### src/rtl/speed_step_scheduler_pkg.sv
// Shared types and default timing for the speed-step scheduler.
// Optional feature macro used by this block: STEP_CLICK_EN.
package speed_sched_pkg;

    typedef enum logic [2:0] {
        ST_IDLE    = 3'd0,
        ST_HOLD    = 3'd1,
        ST_REPEAT  = 3'd2,
        ST_DERATE  = 3'd3,
        ST_LOCKOUT = 3'd4
    } sched_state_t;

    localparam logic [1:0] SRC_NONE   = 2'd0;
    localparam logic [1:0] SRC_ACCEL  = 2'd1;
    localparam logic [1:0] SRC_DECEL  = 2'd2;
    localparam logic [1:0] SRC_DERATE = 2'd3;

    localparam int DEF_INITIAL_HOLD_CYCLES = 300;
    localparam int DEF_REPEAT_CYCLES       = 150;
    localparam int DEF_DERATE_CYCLES       = 100;
    localparam int DEF_CLICK_TICKS         = 20;

    // Wide enough for every tick threshold the scheduler loads.
    localparam int TMR_W = 16;

endpackage

### src/rtl/speed_step_scheduler_if.sv
// Scheduler-side bundle: tick, button levels and level inputs in; step commands,
// grant, lockout and click out. master = scheduler, slave = surrounding logic.
interface speed_step_scheduler_if #(
    parameter int LVL_W = 4
) ();
    logic             tick_1khz;
    logic             accel_lvl;
    logic             decel_lvl;
    logic [LVL_W-1:0] cur_level;
    logic [LVL_W-1:0] max_level;
    logic             step_up;
    logic             step_down;
    logic [1:0]       grant_src;
    logic             lockout;
    logic             click;

    modport master (
        input  tick_1khz, accel_lvl, decel_lvl, cur_level, max_level,
        output step_up, step_down, grant_src, lockout, click
    );

    modport slave (
        output tick_1khz, accel_lvl, decel_lvl, cur_level, max_level,
        input  step_up, step_down, grant_src, lockout, click
    );
endinterface

### src/rtl/speed_step_scheduler_hold_repeat_timer.sv
// Tick counter with an initial and a repeat threshold; fire is combinational on the
// tick that reaches the active threshold, after which the repeat threshold applies.
module hold_repeat_timer #(
    parameter int CNT_W = 16
) (
    input  logic             clk,
    input  logic             rst,
    input  logic             clear,
    input  logic             run,
    input  logic [CNT_W-1:0] init_thr,
    input  logic [CNT_W-1:0] rep_thr,
    output logic             fire
);
    logic [CNT_W-1:0] cnt;
    logic [CNT_W-1:0] cnt_inc;
    logic [CNT_W-1:0] thr;
    logic             repeating;

    always_comb begin
        cnt_inc = cnt + 1'b1;
        thr     = repeating ? rep_thr : init_thr;
        fire    = run && (cnt_inc == thr);
    end

    always_ff @(posedge clk) begin
        if (rst || clear) begin
            cnt       <= '0;
            repeating <= 1'b0;
        end else if (run) begin
            if (fire) begin
                cnt       <= '0;
                repeating <= 1'b1;
            end else begin
                cnt <= cnt_inc;
            end
        end
    end
endmodule

### src/rtl/speed_step_scheduler.sv
// Arbitrates accel/decel buttons and gear derate into one-cycle step commands.
// Define STEP_CLICK_EN to drive the piezo click pulse; otherwise click is tied low.
module speed_step_scheduler
    import speed_sched_pkg::*;
#(
    parameter int INITIAL_HOLD_CYCLES = DEF_INITIAL_HOLD_CYCLES,
    parameter int REPEAT_CYCLES       = DEF_REPEAT_CYCLES,
    parameter int DERATE_CYCLES       = DEF_DERATE_CYCLES,
    parameter int LVL_W               = 4
) (
    input  logic                   clk_50mhz,
    input  logic                   rst,
    speed_step_scheduler_if.master sb,
    output sched_state_t           state_dbg
);
    localparam logic [TMR_W-1:0] HOLD_INIT_THR   = TMR_W'(INITIAL_HOLD_CYCLES + 1);
    localparam logic [TMR_W-1:0] HOLD_REP_THR    = TMR_W'(REPEAT_CYCLES);
    localparam logic [TMR_W-1:0] DERATE_INIT_THR = TMR_W'(1);
    localparam logic [TMR_W-1:0] DERATE_REP_THR  = TMR_W'(DERATE_CYCLES);

    sched_state_t     state;
    logic [LVL_W-1:0] cur_lvl, max_lvl;
    logic             accel_q, decel_q, edge_arm;
    logic             step_up_q, step_down_q, lockout_q;
    logic [1:0]       grant_q;
    logic             accel_rise, decel_rise, other_rise, granted_lvl;
    logic             up_ok, dn_ok, over_max, in_hold;
    logic             tmr_clear, tmr_run, tmr_fire;
    logic [TMR_W-1:0] tmr_init_thr, tmr_rep_thr;

    assign cur_lvl = sb.cur_level;
    assign max_lvl = sb.max_level;

    // edge_arm masks the first cycle after reset so a button held through reset
    // has to be released and pressed again.
    always_comb begin
        accel_rise   = edge_arm && sb.accel_lvl && !accel_q;
        decel_rise   = edge_arm && sb.decel_lvl && !decel_q;
        up_ok        = cur_lvl < max_lvl;
        dn_ok        = cur_lvl != '0;
        over_max     = cur_lvl > max_lvl;
        granted_lvl  = (grant_q == SRC_ACCEL) ? sb.accel_lvl : sb.decel_lvl;
        other_rise   = (grant_q == SRC_ACCEL) ? decel_rise : accel_rise;
        in_hold      = (state == ST_HOLD) || (state == ST_REPEAT);
        tmr_clear    = (state == ST_IDLE) || (state == ST_LOCKOUT) ||
                       ((state == ST_DERATE) && decel_rise);
        tmr_run      = sb.tick_1khz &&
                       ((in_hold && granted_lvl && !other_rise) ||
                        ((state == ST_DERATE) && !decel_rise && over_max));
        tmr_init_thr = (state == ST_DERATE) ? DERATE_INIT_THR : HOLD_INIT_THR;
        tmr_rep_thr  = (state == ST_DERATE) ? DERATE_REP_THR  : HOLD_REP_THR;
    end

    hold_repeat_timer #(.CNT_W(TMR_W)) u_timer (
        .clk      (clk_50mhz),
        .rst      (rst),
        .clear    (tmr_clear),
        .run      (tmr_run),
        .init_thr (tmr_init_thr),
        .rep_thr  (tmr_rep_thr),
        .fire     (tmr_fire)
    );

    always_ff @(posedge clk_50mhz) begin
        if (rst) begin
            state       <= ST_IDLE;
            accel_q     <= 1'b0;
            decel_q     <= 1'b0;
            edge_arm    <= 1'b0;
            step_up_q   <= 1'b0;
            step_down_q <= 1'b0;
            lockout_q   <= 1'b0;
            grant_q     <= SRC_NONE;
        end else begin
            accel_q     <= sb.accel_lvl;
            decel_q     <= sb.decel_lvl;
            edge_arm    <= 1'b1;
            step_up_q   <= 1'b0;
            step_down_q <= 1'b0;
            case (state)
                ST_IDLE: begin
                    if (accel_rise && decel_rise) begin
                        state     <= ST_LOCKOUT;
                        lockout_q <= 1'b1;
                    end else if (accel_rise) begin
                        step_up_q <= up_ok;
                        state     <= ST_HOLD;
                        grant_q   <= SRC_ACCEL;
                    end else if (decel_rise) begin
                        step_down_q <= dn_ok;
                        state       <= ST_HOLD;
                        grant_q     <= SRC_DECEL;
                    end else if (over_max) begin
                        state   <= ST_DERATE;
                        grant_q <= SRC_DERATE;
                    end
                end
                ST_HOLD, ST_REPEAT: begin
                    if (other_rise) begin
                        state     <= ST_LOCKOUT;
                        lockout_q <= 1'b1;
                        grant_q   <= SRC_NONE;
                    end else if (!granted_lvl) begin
                        state   <= ST_IDLE;
                        grant_q <= SRC_NONE;
                    end else if (tmr_fire) begin
                        state       <= ST_REPEAT;
                        step_up_q   <= (grant_q == SRC_ACCEL) && up_ok;
                        step_down_q <= (grant_q == SRC_DECEL) && dn_ok;
                    end
                end
                ST_DERATE: begin
                    if (decel_rise) begin
                        step_down_q <= dn_ok;
                        state       <= ST_HOLD;
                        grant_q     <= SRC_DECEL;
                    end else if (!over_max) begin
                        state   <= ST_IDLE;
                        grant_q <= SRC_NONE;
                    end else if (tmr_fire) begin
                        step_down_q <= dn_ok;
                    end
                end
                ST_LOCKOUT: begin
                    if (!sb.accel_lvl && !sb.decel_lvl) begin
                        state     <= ST_IDLE;
                        lockout_q <= 1'b0;
                    end
                end
                default: begin
                    state     <= ST_IDLE;
                    lockout_q <= 1'b0;
                    grant_q   <= SRC_NONE;
                end
            endcase
        end
    end

    assign sb.step_up   = step_up_q;
    assign sb.step_down = step_down_q;
    assign sb.grant_src = grant_q;
    assign sb.lockout   = lockout_q;
    assign state_dbg    = state;

`ifdef STEP_CLICK_EN
    localparam int CLICK_W = 8;
    logic [CLICK_W-1:0] click_cnt;

    // Loaded on the step pulse itself; the pulse term covers that first cycle.
    always_ff @(posedge clk_50mhz) begin
        if (rst) begin
            click_cnt <= '0;
        end else if (step_up_q || step_down_q) begin
            click_cnt <= CLICK_W'(DEF_CLICK_TICKS);
        end else if (sb.tick_1khz && (click_cnt != '0)) begin
            click_cnt <= click_cnt - 1'b1;
        end
    end

    assign sb.click = step_up_q || step_down_q || (click_cnt != '0);
`else
    assign sb.click = 1'b0;
`endif

endmodule

### src/flat_wrapper.sv
// flat-port wrapper written by rule: the top's interface ports become plain ports
module speed_step_scheduler_flat import speed_sched_pkg::*;
#(
    parameter int INITIAL_HOLD_CYCLES = DEF_INITIAL_HOLD_CYCLES,
    parameter int REPEAT_CYCLES       = DEF_REPEAT_CYCLES,
    parameter int DERATE_CYCLES       = DEF_DERATE_CYCLES,
    parameter int LVL_W               = 4
)
  (clk_50mhz, rst, state_dbg, sb_tick_1khz, sb_accel_lvl, sb_decel_lvl, sb_cur_level, sb_max_level, sb_step_up, sb_step_down, sb_grant_src, sb_lockout, sb_click);
  speed_step_scheduler_if #(.LVL_W(LVL_W)) sb_i ();
  input  logic clk_50mhz;
  input  logic rst;
  output sched_state_t state_dbg;
  input wire logic [$bits(sb_i.tick_1khz)-1:0] sb_tick_1khz;
  input wire logic [$bits(sb_i.accel_lvl)-1:0] sb_accel_lvl;
  input wire logic [$bits(sb_i.decel_lvl)-1:0] sb_decel_lvl;
  input wire logic [$bits(sb_i.cur_level)-1:0] sb_cur_level;
  input wire logic [$bits(sb_i.max_level)-1:0] sb_max_level;
  output wire logic [$bits(sb_i.step_up)-1:0] sb_step_up;
  output wire logic [$bits(sb_i.step_down)-1:0] sb_step_down;
  output wire logic [$bits(sb_i.grant_src)-1:0] sb_grant_src;
  output wire logic [$bits(sb_i.lockout)-1:0] sb_lockout;
  output wire logic [$bits(sb_i.click)-1:0] sb_click;
  assign sb_i.tick_1khz = sb_tick_1khz;
  assign sb_i.accel_lvl = sb_accel_lvl;
  assign sb_i.decel_lvl = sb_decel_lvl;
  assign sb_i.cur_level = sb_cur_level;
  assign sb_i.max_level = sb_max_level;
  assign sb_step_up = sb_i.step_up;
  assign sb_step_down = sb_i.step_down;
  assign sb_grant_src = sb_i.grant_src;
  assign sb_lockout = sb_i.lockout;
  assign sb_click = sb_i.click;
  speed_step_scheduler #(.INITIAL_HOLD_CYCLES(INITIAL_HOLD_CYCLES), .REPEAT_CYCLES(REPEAT_CYCLES), .DERATE_CYCLES(DERATE_CYCLES), .LVL_W(LVL_W)) u_core (.clk_50mhz(clk_50mhz), .rst(rst), .sb(sb_i), .state_dbg(state_dbg));
endmodule
### config.mk
export PLATFORM = sky130hd
export DESIGN_NAME = speed_step_scheduler_flat
export DESIGN_NICKNAME = d
export VERILOG_FILES = /design/src/rtl/speed_step_scheduler_pkg.sv /design/src/rtl/speed_step_scheduler_if.sv /design/src/rtl/speed_step_scheduler_hold_repeat_timer.sv /design/src/rtl/speed_step_scheduler.sv /design/src/flat_wrapper.sv
export SDC_FILE = /design/constraint.sdc
export NUM_CORES = 1
export LEC_CHECK = 0
export BUFFER_PORTS_ARGS = -buffer_cell sky130_fd_sc_hd__buf_2
export CAP_MARGIN = 20
export CORE_MARGIN = 5
export CORE_UTILIZATION = 55
export CTS_CLUSTER_SIZE = 30
export DETAILED_ROUTE_END_ITERATION = 8
export MAX_ROUTING_LAYER = met4
export PLACE_DENSITY = 0.75
export SLEW_MARGIN = 10
export SYNTH_ARGS = -nofsm -noshare
export SYNTH_HDL_FRONTEND = slang
export SYNTH_SLANG_ARGS = --single-unit
### constraint.sdc
create_clock -name clk_50mhz -period 2.5 [get_ports clk_50mhz]
set_input_delay 0.25 -clock clk_50mhz [delete_from_list [all_inputs] [get_ports clk_50mhz]]
set_output_delay 0.25 -clock clk_50mhz [all_outputs]
set_load 0.1 [all_outputs]
==> results by stage, run 1 <==
STA:
- The max-slew violation count was 0.
- The tightest hold path in the finished design has a slack of approximately 0.23 ns.
- The worst path meets setup with 0.0674 ns of slack.
- The number of hold-slack violations in the final timing report is 0.
- Dividing the final minimum period by the clock period gives a little under 100%.
- The maximum clock frequency is roughly 0.41 GHz.
- The final setup violation count is 0.
- The post-route clock skew is 0.00634 ns.
- The final period demand of the worst path is between 2 and 2.5 ns.

Setup path:
- Traced cell by cell, the critical path runs through nand3b_1 -> inv_2 -> ha_4 -> xnor2_1 -> xnor2_1 -> nand3_1 -> nor4b_2 -> nand4_1 -> nor2_4 -> buf_12 -> o311a_1.
- In this run the worst path has a maximum fanout of 7.
- The cell family with the largest share of critical-path delay is simple AND/OR/NAND/NOR gates.
- For this run, the slowest stage of the critical path takes 0.36 ns.
- STA classifies the critical path endpoint as a flip-flop.
- The worst setup path is of the reg2reg kind.
- For the worst setup path, the data arrival time is around 2.7 ns.
- The largest individual stage delay along the critical path comes from the cell dfxtp_4.
- The library cell appearing most often on the critical path is xnor2_1.
- The worst setup path is launched from a flip-flop.
- For the worst setup path, the data required time is approximately 2.7 ns.
- The number of buffers and inverters on the critical path is 2.

Floorplanning:
- The die covers approximately 5000 um^2.
- The width of the die is a little over 70 um.
- The placement row count is 22.
- The floorplan step defined a core boundary enclosing about 3600 um^2.
- The overall die height is ~71 um.
- The starting density of the core is roughly 56%.
- The total I/O pin count is 22.

Placed design:
- The HPWL after detailed placement is around 3.6 mm.
- The quantity of I/O buffers inserted on ports is 20.
- The final weighted congestion in routability-driven placement is about 0.93.
- OpenSTA, run right after detailed placement, puts the worst setup slack at a little under 0.09 ns.
- The placement-stage cell area is 2250 um^2.

Global route:
- The first global-routing pass estimated 7.96 mm of wire.
- The number of global-route vias before repair is between 1500 and 2000.
- The number of antenna violations at the first check in global routing came to 0.
- The global-route total usage across every layer is 19.5%.
- The maximum number of pins on one net before global-route repair is 18.
- Global routing finished with a remaining overflow of 0.

Logic synthesis:
- The share of synthesized area occupied by flip-flops and latches is 27.4%.
- Sorting the synthesized cells by area gives the leading types as dfxtp_1 27%, xnor2_1 6.4%, xor2_1 6.4%.
- The synthesized design spends more area on one cell type than any other, namely dfxtp_1.
- Of the total synthesized cell area, the portion taken by full adders, half adders and majority gates is ~6.0%.
- After synthesis, the share of cell area in mux cells is under 10%.
- The compound-gate portion of the synthesized area is approximately an eighth.
- The post-synthesis register bit count is 28.
- The synthesized netlist contains 54 unique library cells.
- The top cell type by area accounts for 27.4% of the synthesized area.
- The xor and xnor area share after synthesis is about an eighth.
- Counting every net in the synthesized netlist gives between 200 and 300.
- After synthesis, the largest family of logic cells by area is simple AND/OR/NAND/NOR gates.
- A synthesized cell averages a little under 8 um^2.
- Of all flip-flops after synthesis, the portion carrying an async set or reset was 0%.
- Of the total synthesized cell area, the portion taken by AND, OR, NAND and NOR gates is 31.9%.
- The summed instance area of the synthesized netlist is about 2000 um^2.
- The Yosys step of the flow raised 0 warnings.
- In the synthesized netlist the dominant register cell turns out to be dfxtp_1.
- After technology mapping, the gate count stands at between 200 and 300.
- The synthesized design contains 0 enable-type register cells.

Route:
- The sum of routed wire length over all layers is 4.91 mm.
- The final antenna-violating net count is 0.
- The via density per instance is about 5.9.
- The routed wirelength normalized by instance count is 14.6 um.
- Before antenna repair, the detailed router went through 4 iterations.
- The final routed DRC violation total is 0.
- The DRC marker count from the first detailed-route iteration is about 160.
- The number of vias after detailed routing is about 2000.

Final layout:
- The most common cell after layout, fill and taps aside is dfxtp_1.
- From synthesis to final layout, the design area changed by 17.5%.
- Leaving out fill and tap cells, the most frequent cells in the layout are 22 x dfxtp_1, 20 x buf_2, 19 x nand3_1, 17 x nor2_1, 16 x buf_4.
- The sequential cell area is approximately 580 um^2.
- The cell area after layout is between 2000 and 2500 um^2.
- The post-route netlist has approximately a fifth of its cells at a drive strength greater than 1.
- The total of fill cells in the finished design is 341.
- The number of inserted diodes is 0.
- The final layout contains between 300 and 400 nets.
- In the final layout, the multi-input gates occupy approximately 1400 um^2.

Clock network:
- CTS saw 28 sinks.
- The cell sitting at the root of the clock tree is a clkbuf_8.
- Clock-pin slew was measured on the worst setup and hold paths at 0.10 ns.
- The total of hold buffers inserted after clock tree synthesis is 0.
- The deepest clock path buffer count is 2.
- The clock tree from TritonCTS is built.
- The clock reaches the later pin of the worst-skew pair after 0.28 ns.
- The number of clock buffers added by TritonCTS is 3.
- The H-tree level count is 1.

Outcome:
- The flow ran to the end, and the final reports show no timing, DRC or antenna violations.

Power:
- The power density relative to cell area is 762 nW/um^2.
- The leakage dissipation is 0.972 nW.
- Overall power consumption after layout is estimated at roughly 1.8 mW.
- The peak ir drop on the vdd network is around 0.70 mV.

Hold path:
- The classification of the worst-slack hold path is in2reg.

Job:
- The count of maximum capacitance violations is 0.
-- stage by stage --
stage               TNS (ns)  std cells  util (%)
CTS                        0        328      63.6
floorplan                  0        260         -
global route          -0.968        336      66.3
global placement           0        324      61.8
detailed placement         0        324      61.8
finish                     0        336      66.3
-- cell families after synthesis --
family | after synthesis
adders and majority gates | 10
AOI/OAI and AO/OA | 41
muxes | 5
xor gates and xnor gates | 30
other | 1
and+or+nand+nor | 117
DFF | 28
buffers and inverters | 28
-- layout make-up --
| type | count | share of cell area (%) |
|---|---|---|
| Timing Repair Buffer | 38 | 11.0 |
| Tap cell | 48 | 2.49 |
| Multi-Input combinational cell | 204 | 57.7 |
| Inverter | 14 | 2.18 |
| Clock buffer | 4 | 2.75 |
| Sequential cell | 28 | 23.9 |
-- cell usage after synthesis, types with 2 or more instances --
cell type / number
ha_1: 9
nor2_1: 17
or4_1: 4
xor2_1: 15
nand2b_1: 4
dfxtp_1: 28
buf_4: 3
xnor2_1: 15
or3_1: 3
a21oi_1: 10
a211o_1: 2
nor4b_1: 3
mux2_2: 2
nor3_1: 14
and4_1: 2
and2_1: 3
o21a_1: 2
and3_1: 8
nand2_1: 13
nand4_1: 14
nor2b_1: 3
inv_1: 14
nand3_1: 19
clkbuf_1: 4
mux2i_1: 3
buf_2: 6
a31oi_1: 3
nand3b_1: 2
o21ai_0: 10
-- power breakdown --
part / switching (mW) / internal, mW / total [mW] / leakage (nW)
Combinational: 0.662 / 0.306 / 0.968 / 0.707
Sequential: 0.0394 / 0.503 / 0.542 / 0.231
Clock: 0.151 / 0.175 / 0.325 / 0.0339
-- state kept, by name, indices dropped and copies added, names as in the netlist --
signal and cells:
u_core.sb.lockout 1, u_core.u_timer.repeating 1, u_core.edge_arm 1, u_core.state_dbg 3
u_core.decel_q 1, u_core.sb.grant_src 2, u_core.accel_q 1, u_core.sb.step_down 1
u_core.sb.step_up 1, u_core.u_timer.cnt 16
-- worst register-to-register path, stage by stage, from the launching register on --
cell and delay, ns:
dfxtp_4 0.36, nand3b_1 0.25, inv_2 0.15, ha_4 0.14, xnor2_1 0.12, xnor2_1 0.15
nand3_1 0.12, nor4b_2 0.35, nand4_1 0.24, nor2_4 0.22, buf_12 0.14, o311a_1 0.13
-- path summary, 6_finish.rpt --
path | from | endpoint | slack [ns] | depth (start not counted)
hold reg to reg | u_core.sb.lockout | u_core.sb.lockout | 0.47 | 2
setup / recovery | u_core.state_dbg[2] | u_core.state_dbg[1] | 0.07 | 11
setup reg to reg | u_core.state_dbg[2] | u_core.state_dbg[1] | 0.07 | 11
hold / removal | rst | u_core.state_dbg[2] | 0.23 | 2
-- per-layer routing --
metal,part of all wire [%],global-route usage (%)
met1,44,25.3
met2,48,31.0
met3,6.9,3.84
met4,1.4,4.80
met5,0,-
-- repair_timing --
item / 4_1_cts / 5_1_grt
endpoints found under the setup margin: 0 / 13
gates resized for setup: 0 / 4
buffers inserted: 0 / 7
No activity file was read; power rests on OpenSTA's default activity.
==> run 2: changes to the inputs <==
CORE_UTILIZATION = 50   (was 55)
PLACE_DENSITY = 0.7   (was 0.75)
==> run 2 against run 1 <==
Critical path depth down 2. Routed wire length rose by 2.2%. Via count is 1.4% lower. Total power decreased by 1.6%. Sequential power rose by 3.9%. Non-clock buffer count up 2. Clock skew shrank 0.0027 ns. Clock power shrank 10%. Sequential share of layout area is essentially flat. Critical endpoint unchanged. Highest routed layer unchanged.
==> results by stage, run 2 (same netlist as run 1, synthesis figures left out) <==
Clock network:
- The clock tree from TritonCTS is built (unchanged).
- The number of buffers added by the clock tree synthesis step is 3 (unchanged).
- The post-CTS clock slew at the launch and capture registers of the worst setup and hold paths is 0.10 ns (about the same).
- The sink count of the clock tree is 28 (unchanged).
- The clock latency of the later-clocked register in the worst-skew pair is 0.28 ns (about the same).
- The root buffer cell was clkbuf_8 (unchanged).
- The H-tree level count was 1 (unchanged).
- The deepest clock path buffer count was 2 (unchanged).

Final layout:
- Top library cells by usage in the layout, fill and taps aside: 23 x dfxtp_1, 20 x buf_2, 20 x buf_4, 19 x nand3_1, 17 x nor2_1 (was 22 x dfxtp_1, 20 x buf_2, 19 x nand3_1, 17 x nor2_1, 16 x buf_4).
- The total of fill cells in the finished design is 355 (was 341).
- The most common cell after layout, fill and taps aside is dfxtp_1 (unchanged).
- The number of inserted diodes came to 0 (unchanged).
- The cell area after layout is 2410 um^2 (about the same).
- The signed area change from the synthesized netlist to the final layout is 17.5% (about the same).
- The footprint of the multi-input gates came to 1410 um^2 (was 1390 um^2).
- The flip-flop count of the largest register, all copies and words added is 16 (unchanged).
- The register bank with the most flops is u_core.u_timer.cnt (unchanged).
- The final non-filler cell total is 340 (was 336).
- The ratio of cells with drive above 1 in the final layout is 22.1% (was 20.1%).
- The sequential cell area is 574 um^2 (was 576 um^2).
- The final standard cell utilization of the core came to 60.2% (was 66.3%).
- The post-layout net count was 313 (was 311).

Global route:
- The maximum number of pins on one net before global-route repair is 18 (unchanged).
- The number of antenna violations at the first check in global routing is 0 (unchanged).
- The number of global-route vias before repair was 1810 (was 1776).
- The wire length of the first global-routing pass is 8.20 mm (was 7.96 mm).
- The global-route total usage across every layer was 19.4% (was 19.5%).
- The remaining global-route overflow came to 0 (unchanged).

Setup path:
- The library cell contributing the largest single delay on the critical path is dfxtp_4 (unchanged).
- The largest fanout of any net on the critical path is 6 (was 7).
- The worst path required time came to 2.67 ns (was 2.72 ns).
- The signal arrival time at the worst endpoint is 2.55 ns (was 2.65 ns).
- The type of element capturing the critical path is a flip-flop (unchanged).
- The path type of the worst setup path is reg2reg (unchanged).
- The critical path launch point type is a flip-flop (unchanged).
- List of cells traversed by the critical path: nand3b_1 -> ha_1 -> maj3_1 -> a32oi_1 -> a21oi_2 -> nand4_1 -> nor2_4 -> buf_4 -> o311a_1 (was nand3b_1 -> inv_2 -> ha_4 -> xnor2_1 -> xnor2_1 -> nand3_1 -> nor4b_2 -> nand4_1 -> nor2_4 -> buf_12 -> o311a_1).
- The delay of the slowest cell on the worst path is 0.37 ns (was 0.36 ns).

Placed design:
- The half-perimeter wire length after detailed placement is 3.67 mm (was 3.57 mm).
- The worst setup timing slack at the placement stage is 0.0764 ns (was 0.0893 ns).
- The final weighted congestion in routability-driven placement is 0.925 (was 0.933).
- The placement-stage cell area came to 2260 um^2 (was 2250 um^2).
- The count of placed standard cells including taps is 329 (was 324).
- The quantity of I/O buffers inserted on ports came to 20 (unchanged).

Route:
- The DRC marker count from the first detailed-route iteration was 189 (was 155).
- The via density per instance was 5.76 (was 5.90).
- The length of the first detailed-routing pass in iterations is 4 (unchanged).
- The sum of routed wire length over all layers is 5.02 mm (was 4.91 mm).
- The final antenna-violating net count is 0 (unchanged).
- The number of vias after detailed routing is 1957 (was 1984).
- The routed wirelength normalized by instance count is 14.8 um (was 14.6 um).
- The final routed DRC violation total is 0 (unchanged).

STA:
- The max-slew violation count came to 0 (unchanged).
- The maximum clock frequency is 0.420 GHz (was 0.411 GHz).
- Setup repair after global routing left no endpoint under its margin.
- The total negative slack was 0 ns (unchanged).
- The final setup violation count was 0 (unchanged).
- The worst hold margin is 0.242 ns (was 0.234 ns).
- The post-route fraction of the period consumed by the critical path came to 95.3% (was 97.3%).
- The final period demand of the worst path was 2.38 ns (was 2.43 ns).
- The final setup slack of the worst path is 0.118 ns (was 0.0674 ns).
- The number of hold-slack violations in the final timing report is 0 (unchanged).
- The post-route clock skew was 0.00364 ns (was 0.00634 ns).

Floorplanning:
- The overall die height is 74.0 um (was 71.0 um).
- The starting density of the core is 51.2% (was 56.4%).
- The width of the die is 74.0 um (was 71.0 um).
- The floorplan die area is 5480 um^2 (was 5050 um^2).
- The placement row count is 23 (was 22).
- The total I/O pin count came to 22 (unchanged).
- The core footprint came to 4000 um^2 (was 3630 um^2).

Outcome:
- Outcome: finished clean (unchanged).

Job:
- The count of maximum capacitance violations is 0 (unchanged).

Power:
- The peak ir drop on the vdd network is 0.713 mV (was 0.697 mV).
- The leakage dissipation is 0.973 nW (was 0.972 nW).
- The power density relative to cell area is 750 nW/um^2 (was 762 nW/um^2).
- The overall power is 1.81 mW (was 1.84 mW).

Hold path:
- The classification of the worst-slack hold path is in2reg (unchanged).
## run 2: critical path: cells and delay by family (launching register included)
kind	cells	cell delay (ns)
compound gates	3	0.56
fa+ha+maj	2	0.68
buf+inv	1	0.14
flops	1	0.37
simple gates	3	0.51
## run 2: final timing paths
path / cells past startpoint / endpoint / from / slack (ns)
max reg2reg: 9 / u_core.state_dbg[1] / u_core.state_dbg[2] / 0.12
max: 9 / u_core.state_dbg[1] / u_core.state_dbg[2] / 0.12
min reg2reg: 2 / u_core.sb.lockout / u_core.sb.lockout / 0.46
min: 2 / u_core.state_dbg[2] / rst / 0.24
## run 2: cell type report
class / instances / area share [%]
clock buffer: 4 / 2.29
inverter: 14 / 2.18
multi-input combinational: 204 / 58.7
sequential: 28 / 23.9
tap: 50 / 2.60
timing repair buffer: 40 / 10.4
## run 2: layer usage
layer  vias up  track usage (%)  routed length, um
met5         -                -                  0
met4         0             5.43                 80
met3         9             1.62                234
met2        56             30.1               2240
met1       901             27.0               2470
li1        991                -                  -
## run 2: timing repair
action / CTS / global route
gates resized for setup: 0 / 8
endpoints found under the setup margin: 0 / 15
hold buffers: 0 / 0
buffers inserted: 0 / 7
## run 2: power breakdown
| group | leakage, nW | internal [mW] | switching [mW] |
|---|---|---|---|
| logic | 0.714 | 0.293 | 0.657 |
| clock network | 0.0288 | 0.141 | 0.150 |
| registers | 0.230 | 0.503 | 0.0599 |
| total | 0.973 | 0.938 | 0.867 |
